File: config.mk
export PLATFORM = sky130hd
export DESIGN_NAME = multicycle_ctrl_fsm
export DESIGN_NICKNAME = d
export VERILOG_FILES = /design/src/rtl/multicycle_ctrl_fsm.sv
export SDC_FILE = /design/constraint.sdc
export NUM_CORES = 1
export LEC_CHECK = 0
export BUFFER_PORTS_ARGS = -buffer_cell sky130_fd_sc_hd__buf_2
export CORE_ASPECT_RATIO = 0.7
export CORE_MARGIN = 10
export CORE_UTILIZATION = 48
export CTS_BUF_LIST = sky130_fd_sc_hd__clkbuf_16
export CTS_CLUSTER_SIZE = 14
export DETAILED_ROUTE_END_ITERATION = 8
export PLACE_DENSITY = 0.77
export RECOVER_POWER = 25
export SLEW_MARGIN = 20
export SYNTH_ARGS = -nofsm -noshare
export SYNTH_HDL_FRONTEND = slang
export SYNTH_SLANG_ARGS = --single-unit
File: constraint.sdc
create_clock -name clk -period 2 [get_ports clk]
set_input_delay 0.2 -clock clk [delete_from_list [all_inputs] [get_ports clk]]
set_output_delay 0.2 -clock clk [all_outputs]
set_load 0.03 [all_outputs]
File: src/rtl/multicycle_ctrl_fsm.sv
// -----------------------------------------------------------------------------
// multicycle_ctrl_fsm
//
// Main control state machine of the multicycle RV32I core. Steps each
// instruction through fetch, decode, execute, memory and writeback over the
// shared ALU, the unified memory port and the register file, and drives every
// datapath mux select and write enable. Immediate-select decode (ImmSrc) lives
// in a separate combinational block and is not produced here.
//
// Optional feature macro: ILLEGAL_TRAP_EN
//   defined   : ILLEGAL is a terminal trap state (illegal_instr=1, all enables
//               0) left only by reset; stores with funct3_b2=1 are also trapped.
//   undefined : ILLEGAL skips the instruction and returns to FETCH,
//               illegal_instr is tied 0 and funct3_b2 is ignored.
//
// Ports
//   clk           in   core clock, rising edge
//   rst_n         in   synchronous active-low reset
//   op[6:0]       in   opcode field of the instruction register
//   funct3_b2     in   instr[14], used only by the trap feature
//   mem_ready     in   memory access completes in this cycle
//   branch_taken  in   branch condition from the ALU flag logic
//   pc_write      out  PC register enable
//   adr_src       out  memory address select: 0 PC, 1 Result
//   mem_write     out  memory write strobe
//   ir_write      out  instruction/OldPC register enable
//   result_src    out  00 ALUOut, 01 Data, 10 ALUResult
//   alu_src_a     out  00 PC, 01 OldPC, 10 RD1
//   alu_src_b     out  00 RD2, 01 ImmExt, 10 constant 4
//   alu_op        out  00 add, 01 sub/compare, 10 funct-decoded, 11 pass B
//   reg_write     out  register file write enable
//   instret       out  retired-instruction count (wraps)
//   illegal_instr out  trap indication (only with ILLEGAL_TRAP_EN)
// -----------------------------------------------------------------------------
module multicycle_ctrl_fsm #(
  parameter int INSTRET_W = 32
) (
  input  logic                 clk,
  input  logic                 rst_n,
  input  logic [6:0]           op,
  input  logic                 funct3_b2,
  input  logic                 mem_ready,
  input  logic                 branch_taken,
  output logic                 pc_write,
  output logic                 adr_src,
  output logic                 mem_write,
  output logic                 ir_write,
  output logic [1:0]           result_src,
  output logic [1:0]           alu_src_a,
  output logic [1:0]           alu_src_b,
  output logic [1:0]           alu_op,
  output logic                 reg_write,
  output logic [INSTRET_W-1:0] instret,
  output logic                 illegal_instr
);

  localparam logic [6:0] OP_LOAD   = 7'b0000011;
  localparam logic [6:0] OP_STORE  = 7'b0100011;
  localparam logic [6:0] OP_RTYPE  = 7'b0110011;
  localparam logic [6:0] OP_ITYPE  = 7'b0010011;
  localparam logic [6:0] OP_JAL    = 7'b1101111;
  localparam logic [6:0] OP_JALR   = 7'b1100111;
  localparam logic [6:0] OP_BRANCH = 7'b1100011;
  localparam logic [6:0] OP_LUI    = 7'b0110111;
  localparam logic [6:0] OP_AUIPC  = 7'b0010111;

  typedef enum logic [3:0] {
    S_FETCH,
    S_DECODE,
    S_MEMADR,
    S_MEMREAD,
    S_MEMWB,
    S_MEMWRITE,
    S_EXEC_R,
    S_EXEC_I,
    S_ALUWB,
    S_JALR,
    S_JAL,
    S_BRANCH,
    S_LUI,
    S_AUIPC,
    S_ILLEGAL
  } state_t;

  state_t                 state_q, state_d;
  logic [INSTRET_W-1:0]   instret_q, instret_d;
  logic                   pc_update;
  logic                   branch;
  logic                   retire;

`ifndef ILLEGAL_TRAP_EN
  logic unused_funct3_b2;
  assign unused_funct3_b2 = funct3_b2;
`endif

  always_ff @(posedge clk) begin
    if (!rst_n) begin
      state_q   <= S_FETCH;
      instret_q <= '0;
    end else begin
      state_q   <= state_d;
      instret_q <= instret_d;
    end
  end

  always_comb begin
    state_d       = state_q;
    pc_update     = 1'b0;
    branch        = 1'b0;
    retire        = 1'b0;
    adr_src       = 1'b0;
    mem_write     = 1'b0;
    ir_write      = 1'b0;
    result_src    = 2'b00;
    alu_src_a     = 2'b00;
    alu_src_b     = 2'b00;
    alu_op        = 2'b00;
    reg_write     = 1'b0;
    illegal_instr = 1'b0;

    case (state_q)
      // PC+4 is computed here and written back together with the IR load,
      // both gated by the memory handshake.
      S_FETCH: begin
        alu_src_b  = 2'b10;
        result_src = 2'b10;
        ir_write   = mem_ready;
        pc_update  = mem_ready;
        if (mem_ready) state_d = S_DECODE;
      end

      // The branch target OldPC+imm is computed speculatively into ALUOut.
      S_DECODE: begin
        alu_src_a = 2'b01;
        alu_src_b = 2'b01;
        case (op)
          OP_LOAD:   state_d = S_MEMADR;
          OP_STORE:  state_d = S_MEMADR;
          OP_RTYPE:  state_d = S_EXEC_R;
          OP_ITYPE:  state_d = S_EXEC_I;
          OP_JAL:    state_d = S_JAL;
          OP_JALR:   state_d = S_JALR;
          OP_BRANCH: state_d = S_BRANCH;
          OP_LUI:    state_d = S_LUI;
          OP_AUIPC:  state_d = S_AUIPC;
          default:   state_d = S_ILLEGAL;
        endcase
`ifdef ILLEGAL_TRAP_EN
        // Store funct3 values of 4 and above are not defined.
        if (op == OP_STORE && funct3_b2) state_d = S_ILLEGAL;
`endif
      end

      S_MEMADR: begin
        alu_src_a = 2'b10;
        alu_src_b = 2'b01;
        state_d   = (op == OP_LOAD) ? S_MEMREAD : S_MEMWRITE;
      end

      S_MEMREAD: begin
        adr_src = 1'b1;
        if (mem_ready) state_d = S_MEMWB;
      end

      S_MEMWB: begin
        result_src = 2'b01;
        reg_write  = 1'b1;
        retire     = 1'b1;
        state_d    = S_FETCH;
      end

      // The strobe is held until the memory accepts the write.
      S_MEMWRITE: begin
        adr_src   = 1'b1;
        mem_write = 1'b1;
        if (mem_ready) begin
          retire  = 1'b1;
          state_d = S_FETCH;
        end
      end

      S_EXEC_R: begin
        alu_src_a = 2'b10;
        alu_op    = 2'b10;
        state_d   = S_ALUWB;
      end

      S_EXEC_I: begin
        alu_src_a = 2'b10;
        alu_src_b = 2'b01;
        alu_op    = 2'b10;
        state_d   = S_ALUWB;
      end

      S_ALUWB: begin
        reg_write = 1'b1;
        retire    = 1'b1;
        state_d   = S_FETCH;
      end

      // rs1+imm overwrites the speculative branch target in ALUOut, then the
      // shared JAL state jumps to it.
      S_JALR: begin
        alu_src_a = 2'b10;
        alu_src_b = 2'b01;
        state_d   = S_JAL;
      end

      // PC takes the target from ALUOut while the ALU forms OldPC+4, which
      // ALUWB then writes to rd.
      S_JAL: begin
        alu_src_a = 2'b01;
        alu_src_b = 2'b10;
        pc_update = 1'b1;
        state_d   = S_ALUWB;
      end

      S_BRANCH: begin
        alu_src_a = 2'b10;
        alu_op    = 2'b01;
        branch    = 1'b1;
        retire    = 1'b1;
        state_d   = S_FETCH;
      end

      S_LUI: begin
        alu_src_b = 2'b01;
        alu_op    = 2'b11;
        state_d   = S_ALUWB;
      end

      S_AUIPC: begin
        alu_src_a = 2'b01;
        alu_src_b = 2'b01;
        state_d   = S_ALUWB;
      end

      // PC was already advanced in FETCH, so skipping needs no extra work.
      S_ILLEGAL: begin
`ifdef ILLEGAL_TRAP_EN
        illegal_instr = 1'b1;
        state_d       = S_ILLEGAL;
`else
        state_d       = S_FETCH;
`endif
      end

      default: state_d = S_FETCH;
    endcase

    pc_write  = pc_update | (branch & branch_taken);
    instret_d = retire ? instret_q + INSTRET_W'(1) : instret_q;
  end

  assign instret = instret_q;

endmodule

==> run_results.csv, run 1 <==
group,metric,value,unit
floorplanning,die_w,101.2,um
synthesis,synthesis.instances,283,
timing,clock.fmax,0.5081,GHz
final_layout,final_area,3045,um^2
floorplanning,io-pin-count,58,
timing,whs,0.2768,ns
timing,clock_skew,0.006434,ns
worst_setup_path,arrival,2.14,ns
timing,hold_viol_final,0,
placed_design,place_area,2755,um^2
placed_design,port_buffers,55,
global_route,grt_overflow_total,0,
detailed_routing,drc_errors,0,
placed_design,finalWeightedCongestion,0.8725,
placed_design,placed_cells,405,
synthesis,synth-async-reset-ratio,0,%
worst_setup_path,crit_required,2.17,ns
detailed_routing,first_pass_iters,4,
min_path,hold_path_class,"in2reg",
detailed_routing,via_count,2439,
final_layout,utilization,69.15,%
clock_tree,worstSkewPairLatency,0.28,ns
timing,rsz0062_at_grt,"yes",
floorplanning,start_util,50.31,%
synthesis,avgSynthCellArea,7.830,um^2
clock_tree,cts_tree,"built",
final_layout,final_common_cell,"buf_2",
final_layout,drive_gt1_share,36.68,%
global_route,antenna_found_initial,0,
power,power.total,3.132,mW
run,cap_violations,0,
final_layout,area_delta_synth_final,37.44,%
timing,fin_crit_sh,98.41,%
timing,fin_tns_setup,0,ns
synthesis,synthesis.nets,296,
final_layout,final_cell_mix,"buf_2 (50), buf_4 (35), nor2_1 (24), a21oi_1 (24), o21ai_0 (19)",
final_layout,fin_nets,380,
floorplanning,fp.dieH,76.85,um
final_layout,final-instance-count-excl-fill,423,
timing,final_max_slew_viol_count,0,
clock_tree,cts_sinks,36,
timing,fin_crit,1.968,ns
clock_tree,clk_root_buffer_cell,"clkbuf_16",
global_route,grt_max_degree,29,
synthesis,yosysSeqAreaShare,32.52,%
synthesis,ys_ff_latch,36,
clock_tree,cts_max_path_buffers,2,
synthesis,synth_cell_types,50,
placed_design,dpl.hpwl,4.644,mm
outcome,status,"finished clean",
global_route,grt_util_all_layers,14.92,%
power,p_per_area,1028,nW/um^2
floorplanning,die-area,7777,um^2
global_route,grt_pass1_wl,9.825,mm
final_layout,n_antenna_cell,0,
clock_tree,hold_buffers,0,
floorplanning,fp.coreArea,4404,um^2
detailed_routing,routed_wl,6.500,mm
power,peakVddDrop,0.7368,mV
global_route,grt_pass1_vias,2042,
timing,setup_viol,0,
detailed_routing,routedWlPerCell,15.37,um
synthesis,yosysWarningCount,0,
power,leakagePower,1.209,nW
clock_tree,numCtsBuffers,5,
worst_setup_path,crit_path_start_kind,"flop",
clock_tree,cts_htree_levels,2,
timing,maxSlewHeadroom,62.70,%
synthesis,syn_area,2216,um^2
detailed_routing,detail-route-antenna-nets,0,
synthesis,ys.flop_type,"dfxtp_1",
floorplanning,fp-row-count,20,
worst_setup_path,end_kind,"flop",
clock_tree,clk_pin_slew,0.06,ns
worst_setup_path,path_max_fanout,2,
timing,worst_slack,0.03172,ns
worst_setup_path,crit_type,"reg2reg",
timing,worstMarginPinSlew,0.5587,ns
synthesis,synth-edff-count,0,
placed_design,preCtsSetupSlack,-0.01739,ns
detailed_routing,vias_per_cell,5.766,
detailed_routing,drtIter0Drc,211,
## cells in the mapped netlist (all sizes together) (2+ instances only)
master	n	area share, %
xnor2	4	1.6
and2	6	1.7
o31a	5	2.0
clkbuf	7	1.2
nand4	4	1.1
o2111ai	7	3.0
buf	10	2.6
nand2b	11	3.1
nand3b	2	0.68
or4b	2	1.1
and3	4	1.1
o21ai	20	5.0
nand3	11	2.5
a211oi	2	1.2
xor2	9	3.6
nor4	9	2.8
dfxtp	36	33
nand2	18	3.0
a31oi	2	0.56
or3	11	3.1
o21a	5	1.7
or4	6	2.2
a21oi	27	6.1
nor2	25	4.2
o211ai	3	1.6
and4	2	0.79
nor3	6	1.4
o31ai	5	1.7
mux2	2	1.0
nor2b	2	0.56
inv	12	2.0
## cell families after synthesis
logic type               count (synthesis)  share of synthesized area (%)
other                                    1                         0.1692
adder cells (fa/ha/maj)                  1                         0.5646
flip-flops                              36                          32.52
XOR/XNOR                                13                          5.138
multiplexers                             3                          1.468
AO/OA/AOI/OAI                           81                          24.90
AND/OR/NAND/NOR                        119                          29.42
buffers and inverters                   29                          5.816
## per-layer routing
metal	vias to the layer above	wire, um	GRT usage, %
met5	-	0	0
met2	98	2925	21.77
li1	1203	-	-
met1	1134	3022	20.47
met4	0	51	4.583
met3	4	501	4.208
## where the power goes
group	total [mW]	internal, mW	switching (mW)
clock	0.861	0.579	0.282
sequential	0.802	0.759	0.0434
combinational	1.47	0.541	0.928
## critical path, stage by stage, from the launching register on
cell,delay [ns]
dfxtp_4,0.34
nand4_1,0.13
or4_4,0.59
or3_4,0.39
o31a_1,0.23
o21a_1,0.18
## state kept, by name, indices dropped and copies added (netlist names)
signal and cells:
instret 32, state_q 4
## what timing repair did
action,4_1_cts,5_1_grt
setup buffers,1,9
setup endpoints to repair,1,15
gates resized for setup,0,15
hold endpoints to repair,0,0
pin swaps,1,10
cloned,0,0
## layout make-up
cell class / instances / area [um^2]
clock buffers: 5 / 125.1
well taps: 55 / 68.82
repair buffers: 94 / 594.3
multi-input cells: 218 / 1421
clock inverters: 3 / 37.54
inverters: 12 / 45.04
fillers: 353 / 1359
flip-flops and latches: 36 / 753.2
## final timing paths
| path | cells past startpoint | slack, ns | endpoint | startpoint |
|---|---|---|---|---|
| setup / recovery | 5 | 0.03 | instret[31]$_SDFFE_PN0P_ | instret[20]$_SDFFE_PN0P_ |
| hold reg to reg | 2 | 0.49 | instret[23]$_SDFFE_PN0P_ | instret[23]$_SDFFE_PN0P_ |
| setup reg to reg | 5 | 0.03 | instret[31]$_SDFFE_PN0P_ | instret[20]$_SDFFE_PN0P_ |
| hold / removal | 2 | 0.28 | state_q[1]$_SDFFE_PN0P_ | rst_n |
No activity file was read; power rests on OpenSTA's default activity.
==> run 2: changes to the inputs <==
CORE_ASPECT_RATIO = 2   (was 0.7)
CORE_MARGIN = unset   (was 10)
SKIP_CTS_REPAIR_TIMING = 1   (was unset)
==> run_results.csv, run 2 (synthesis gave the netlist of run 1 again) <==
group,metric,value,unit
worst_setup_path,end_kind,"flop",
run,cap_violations,0,
final_layout,fin_nets,385,
floorplanning,start_util,50.57,%
worst_setup_path,crit_path_start_kind,"flop",
final_layout,final_common_cell,"buf_4",
global_route,grt_max_degree,29,
final_layout,area_delta_synth_final,38.28,%
worst_setup_path,crit_type,"reg2reg",
floorplanning,io-pin-count,58,
timing,hold_viol_final,0,
timing,rsz0062_at_grt,"yes",
timing,clock_skew,0.006312,ns
detailed_routing,drtIter0Drc,62,
timing,fin_crit,2.099,ns
clock_tree,clk_pin_slew,0.06,ns
placed_design,preCtsSetupSlack,-0.03456,ns
clock_tree,cts_tree,"built",
timing,worst_slack,-0.09921,ns
floorplanning,fp.dieH,98.09,um
power,leakagePower,1.181,nW
worst_setup_path,cp_cell_sequence,"nand4_1 > or4_4 > or3_4 > o31a_1 > o21a_1",
detailed_routing,vias_per_cell,5.869,
global_route,antenna_found_initial,0,
global_route,grt_pass1_vias,2339,
final_layout,largest_reg_flops,32,
detailed_routing,detail-route-antenna-nets,0,
worst_setup_path,path_max_fanout,5,
detailed_routing,via_count,2506,
clock_tree,worstSkewPairLatency,0.28,ns
placed_design,dpl.hpwl,4.735,mm
timing,setup_viol,1,
global_route,grt_util_all_layers,26.87,%
timing,worstMarginPinSlew,0.5271,ns
timing,maxSlewHeadroom,64.81,%
timing,clock.fmax,0.4764,GHz
detailed_routing,routedWlPerCell,15.73,um
final_layout,final_cell_mix,"buf_4 (40), buf_2 (38), a21oi_1 (26), nor2_1 (24)",
worst_setup_path,cp_num_buf_inv,0,
final_layout,n_antenna_cell,0,
global_route,grt_pass1_wl,10.26,mm
detailed_routing,first_pass_iters,4,
detailed_routing,drc_errors,0,
worst_setup_path,cp_slowest_stage_delay,0.63,ns
outcome,failed_checks,"setup timing",
clock_tree,cts_htree_levels,2,
timing,whs,0.2665,ns
outcome,status,"finished with violations",
placed_design,finalWeightedCongestion,0.8302,
final_layout,num-fill-cells,374,
floorplanning,fp.coreArea,4382,um^2
power,power.total,3.056,mW
min_path,hold_path_class,"in2reg",
global_route,grt_overflow_total,0,
clock_tree,clk_root_buffer_cell,"clkbuf_16",
placed_design,port_buffers,55,
final_layout,drive_gt1_share,33.24,%
worst_setup_path,critical_path.slowest_cell,"or4_4",
placed_design,place_area,2799,um^2
worst_setup_path,crit_required,2.18,ns
clock_tree,cts_max_path_buffers,2,
clock_tree,numCtsBuffers,5,
timing,final_max_slew_viol_count,0,
worst_setup_path,crit_family,"simple AND/OR/NAND/NOR gates",
power,peakVddDrop,0.9929,mV
timing,fin_crit_sh,105.0,%
floorplanning,die_w,50.05,um
floorplanning,die-area,4909,um^2
power,p_per_area,997.3,nW/um^2
final_layout,final_area,3064,um^2
floorplanning,fp-row-count,34,
detailed_routing,routed_wl,6.715,mm
clock_tree,cts_sinks,36,
worst_setup_path,arrival,2.27,ns
## run 2: cell count changes in the layout (fill, tap and decap cells not counted), sizes merged
cell,previous run,this run
buf,89,81
bufinv,1,0
clkbuf,10,23
inv,12,13
## run 2: where the power goes
group          switching [mW]  internal, mW  total (mW)
Sequential             0.0408         0.759       0.800
Clock                   0.286         0.448       0.734
Combinational           0.948         0.575        1.52
Total                    1.27          1.78        3.06
## run 2: stage by stage
step	cells	TNS (ns)	utilization (%)
global route	427	-0.7999	69.93
CTS	418	-0.07584	66.99
global placement	410	0	63.88
floorplan	283	0	-
detailed placement	410	-0.04438	63.88
finish	427	-0.09921	69.93
## run 2: area by class of cell
class / count / area, um^2 / area share [%]
clock buffer: 5 / 125.1 / 4.083
clock inverter: 3 / 11.26 / 0.3675
inverter: 12 / 45.04 / 1.470
multi-input combinational: 218 / 1430 / 46.67
sequential: 36 / 754.5 / 24.62
tap: 54 / 67.56 / 2.205
timing repair buffer: 99 / 630.6 / 20.58
## run 2: path summary, 6_finish.rpt
check / slack [ns] / from / cells past startpoint / endpoint
worst min register to register: 0.48 / instret[17]$_SDFFE_PN0P_ / 2 / instret[17]$_SDFFE_PN0P_
worst max register to register: -0.1 / instret[20]$_SDFFE_PN0P_ / 5 / instret[31]$_SDFFE_PN0P_
worst max-delay path: -0.1 / instret[20]$_SDFFE_PN0P_ / 5 / instret[31]$_SDFFE_PN0P_
worst min-delay path: 0.27 / rst_n / 2 / instret[6]$_SDFFE_PN0P_
## run 2: metal layers
metal,wire [um],vias to the layer above,track usage (%)
met5,0,-,0
met2,3837,74,54.46
met4,263,0,12.75
met1,2398,1196,23.68
li1,-,1212,-
met3,216,24,3.894
## run 2: worst register-to-register path: stages (launching register included)
cell and delay [ns]:
dfxtp_4 0.34, nand4_1 0.22, or4_4 0.63, or3_4 0.39
o31a_1 0.25, o21a_1 0.18
==> run 3: changes to the inputs <==
CORE_UTILIZATION = 45   (was 48)
PLACE_DENSITY = 0.72   (was 0.77)
SLEW_MARGIN = 0   (was 20)
==> run_results.csv, run 3 (synthesis gave the netlist of run 1 again) <==
group,metric,value,unit
outcome,status,"finished with violations",
outcome,failed_checks,"setup timing",
timing,fin_crit_sh,100.9,%
power,peakVddDrop,1.227,mV
placed_design,port_buffers,55,
worst_setup_path,reg2reg_depth,5,
global_route,grt_pass1_vias,2101,
placed_design,finalWeightedCongestion,0.8642,
power,power_frac_seq,27.3,%
detailed_routing,routedWlPerCell,14.42,um
final_layout,num-fill-cells,429,
clock_tree,cts_htree_levels,2,
clock_tree,cts_sinks,36,
detailed_routing,drtIter0Drc,50,
final_layout,area_delta_synth_final,33.82,%
detailed_routing,first_pass_iters,4,
min_path,hold_path_class,"in2reg",
power,p_per_area,978.7,nW/um^2
detailed_routing,via_count,2385,
clock_tree,numCtsBuffers,5,
timing,setup_viol,1,
final_layout,n_antenna_cell,0,
timing,hold_viol_final,0,
floorplanning,fp.dieH,101.2,um
final_layout,final_cell_mix,"buf_2 (51), buf_4 (35), a21oi_1 (25), nor2_1 (24)",
worst_setup_path,cp_cell_sequence,"nand4_1 > or4_4 > or3_4 > o31a_1 > o21a_1",
worst_setup_path,crit_path_start_kind,"flop",
worst_setup_path,critical_path.slowest_cell,"or4_4",
worst_setup_path,cp_slowest_stage_delay,0.55,ns
timing,final_max_slew_viol_count,0,
placed_design,dpl.hpwl,4.537,mm
clock_tree,worstSkewPairLatency,0.27,ns
global_route,antenna_found_initial,0,
timing,worstMarginPinSlew,0.5393,ns
floorplanning,fp-row-count,35,
power,power.switching,1.206,mW
final_layout,drive_gt1_share,35.89,%
final_layout,final-instance-count-excl-fill,420,
worst_setup_path,crit_type,"reg2reg",
floorplanning,die_w,51.62,um
floorplanning,fp.coreArea,4686,um^2
detailed_routing,drc_errors,0,
final_layout,largest_reg_flops,32,
timing,worst_slack,-0.01896,ns
final_layout,fin_nets,377,
timing,fin_crit,2.019,ns
run,cap_violations,0,
floorplanning,io-pin-count,58,
power,internal_power,1.696,mW
global_route,grt_pass1_wl,9.439,mm
worst_setup_path,arrival,2.19,ns
global_route,grt_max_degree,29,
detailed_routing,detail-route-antenna-nets,0,
final_layout,final_common_cell,"buf_2",
timing,clock_skew,0.003607,ns
worst_setup_path,end_kind,"flop",
final_layout,final_area,2965,um^2
detailed_routing,routed_wl,6.057,mm
clock_tree,cts_tree,"built",
min_path,hold_depth,2,
power,sw_frac_of_total,41.56,%
power,leakagePower,1.181,nW
global_route,grt_util_all_layers,23.56,%
clock_tree,clk_pin_slew,0.06,ns
power,p_comb_share,47.6,%
worst_setup_path,crit_required,2.17,ns
clock_tree,cts_max_path_buffers,2,
floorplanning,die-area,5226,um^2
floorplanning,start_util,47.29,%
timing,rsz0062_at_grt,"yes",
power,clock_power_share,25.1,%
clock_tree,clk_root_buffer_cell,"clkbuf_16",
timing,clock.fmax,0.4953,GHz
timing,maxSlewHeadroom,63.99,%
placed_design,place_area,2773,um^2
global_route,grt_overflow_total,0,
worst_setup_path,path_max_fanout,6,
detailed_routing,vias_per_cell,5.679,
placed_design,placed_cells,409,
run 3: worst paths after layout:
| path | start | slack, ns | endpoint |
|---|---|---|---|
| worst max-delay path | instret[13]$_SDFFE_PN0P_ | -0.02 | instret[31]$_SDFFE_PN0P_ |
| worst min-delay path | rst_n | 0.26 | instret[6]$_SDFFE_PN0P_ |
| worst max register to register | instret[13]$_SDFFE_PN0P_ | -0.02 | instret[31]$_SDFFE_PN0P_ |
| worst min register to register | instret[18]$_SDFFE_PN0P_ | 0.49 | instret[18]$_SDFFE_PN0P_ |
run 3: layout make-up:
cell class / count / area, um^2 / area share [%]
Multi-Input combinational cell: 218 / 1410 / 47.55
Sequential cell: 36 / 752.0 / 25.36
Timing Repair Buffer: 91 / 553.0 / 18.65
Clock buffer: 5 / 125.1 / 4.219
Tap cell: 55 / 68.82 / 2.321
Inverter: 12 / 45.04 / 1.519
Clock inverter: 3 / 11.26 / 0.3797
run 3: through the flow:
stage                     setup TNS, ns  hold slack (ns)  utilization [%]  power, mW  setup WS [ns]
after detailed placement      -0.008745           0.4854            59.17      2.167      -0.008745
after global routing           -0.06738           0.2781            63.28      3.042       -0.06738
after CTS                      -0.02543           0.2600            62.08      2.900       -0.02543
final                          -0.01896           0.2632            63.28      2.902       -0.01896
after global placement                0           0.4697            59.17      2.160       0.009701
after floorplan                       0           0.4646                -      1.805        0.01396
run 3: power by group through the flow:
stage	sequential, mW	clock (mW)	combinational (mW)
global route	0.798	0.760	1.48
finish	0.792	0.729	1.38
CTS	0.789	0.738	1.37
floorplan	0.812	0	0.993
detailed placement	0.805	0	1.36
global placement	0.804	0	1.36
run 3: routing by layer:
layer  track usage, %  share of wire, %
met1            21.61                38
met2            48.55                58
met3            3.303               2.9
met4            8.732               1.8
met5                0                 0
run 3: worst max-delay path: cells and delay by family (launching register included):
kind,cells,cell delay (ns)
simple gates,3,1.14
compound gates,2,0.41
flops,1,0.37
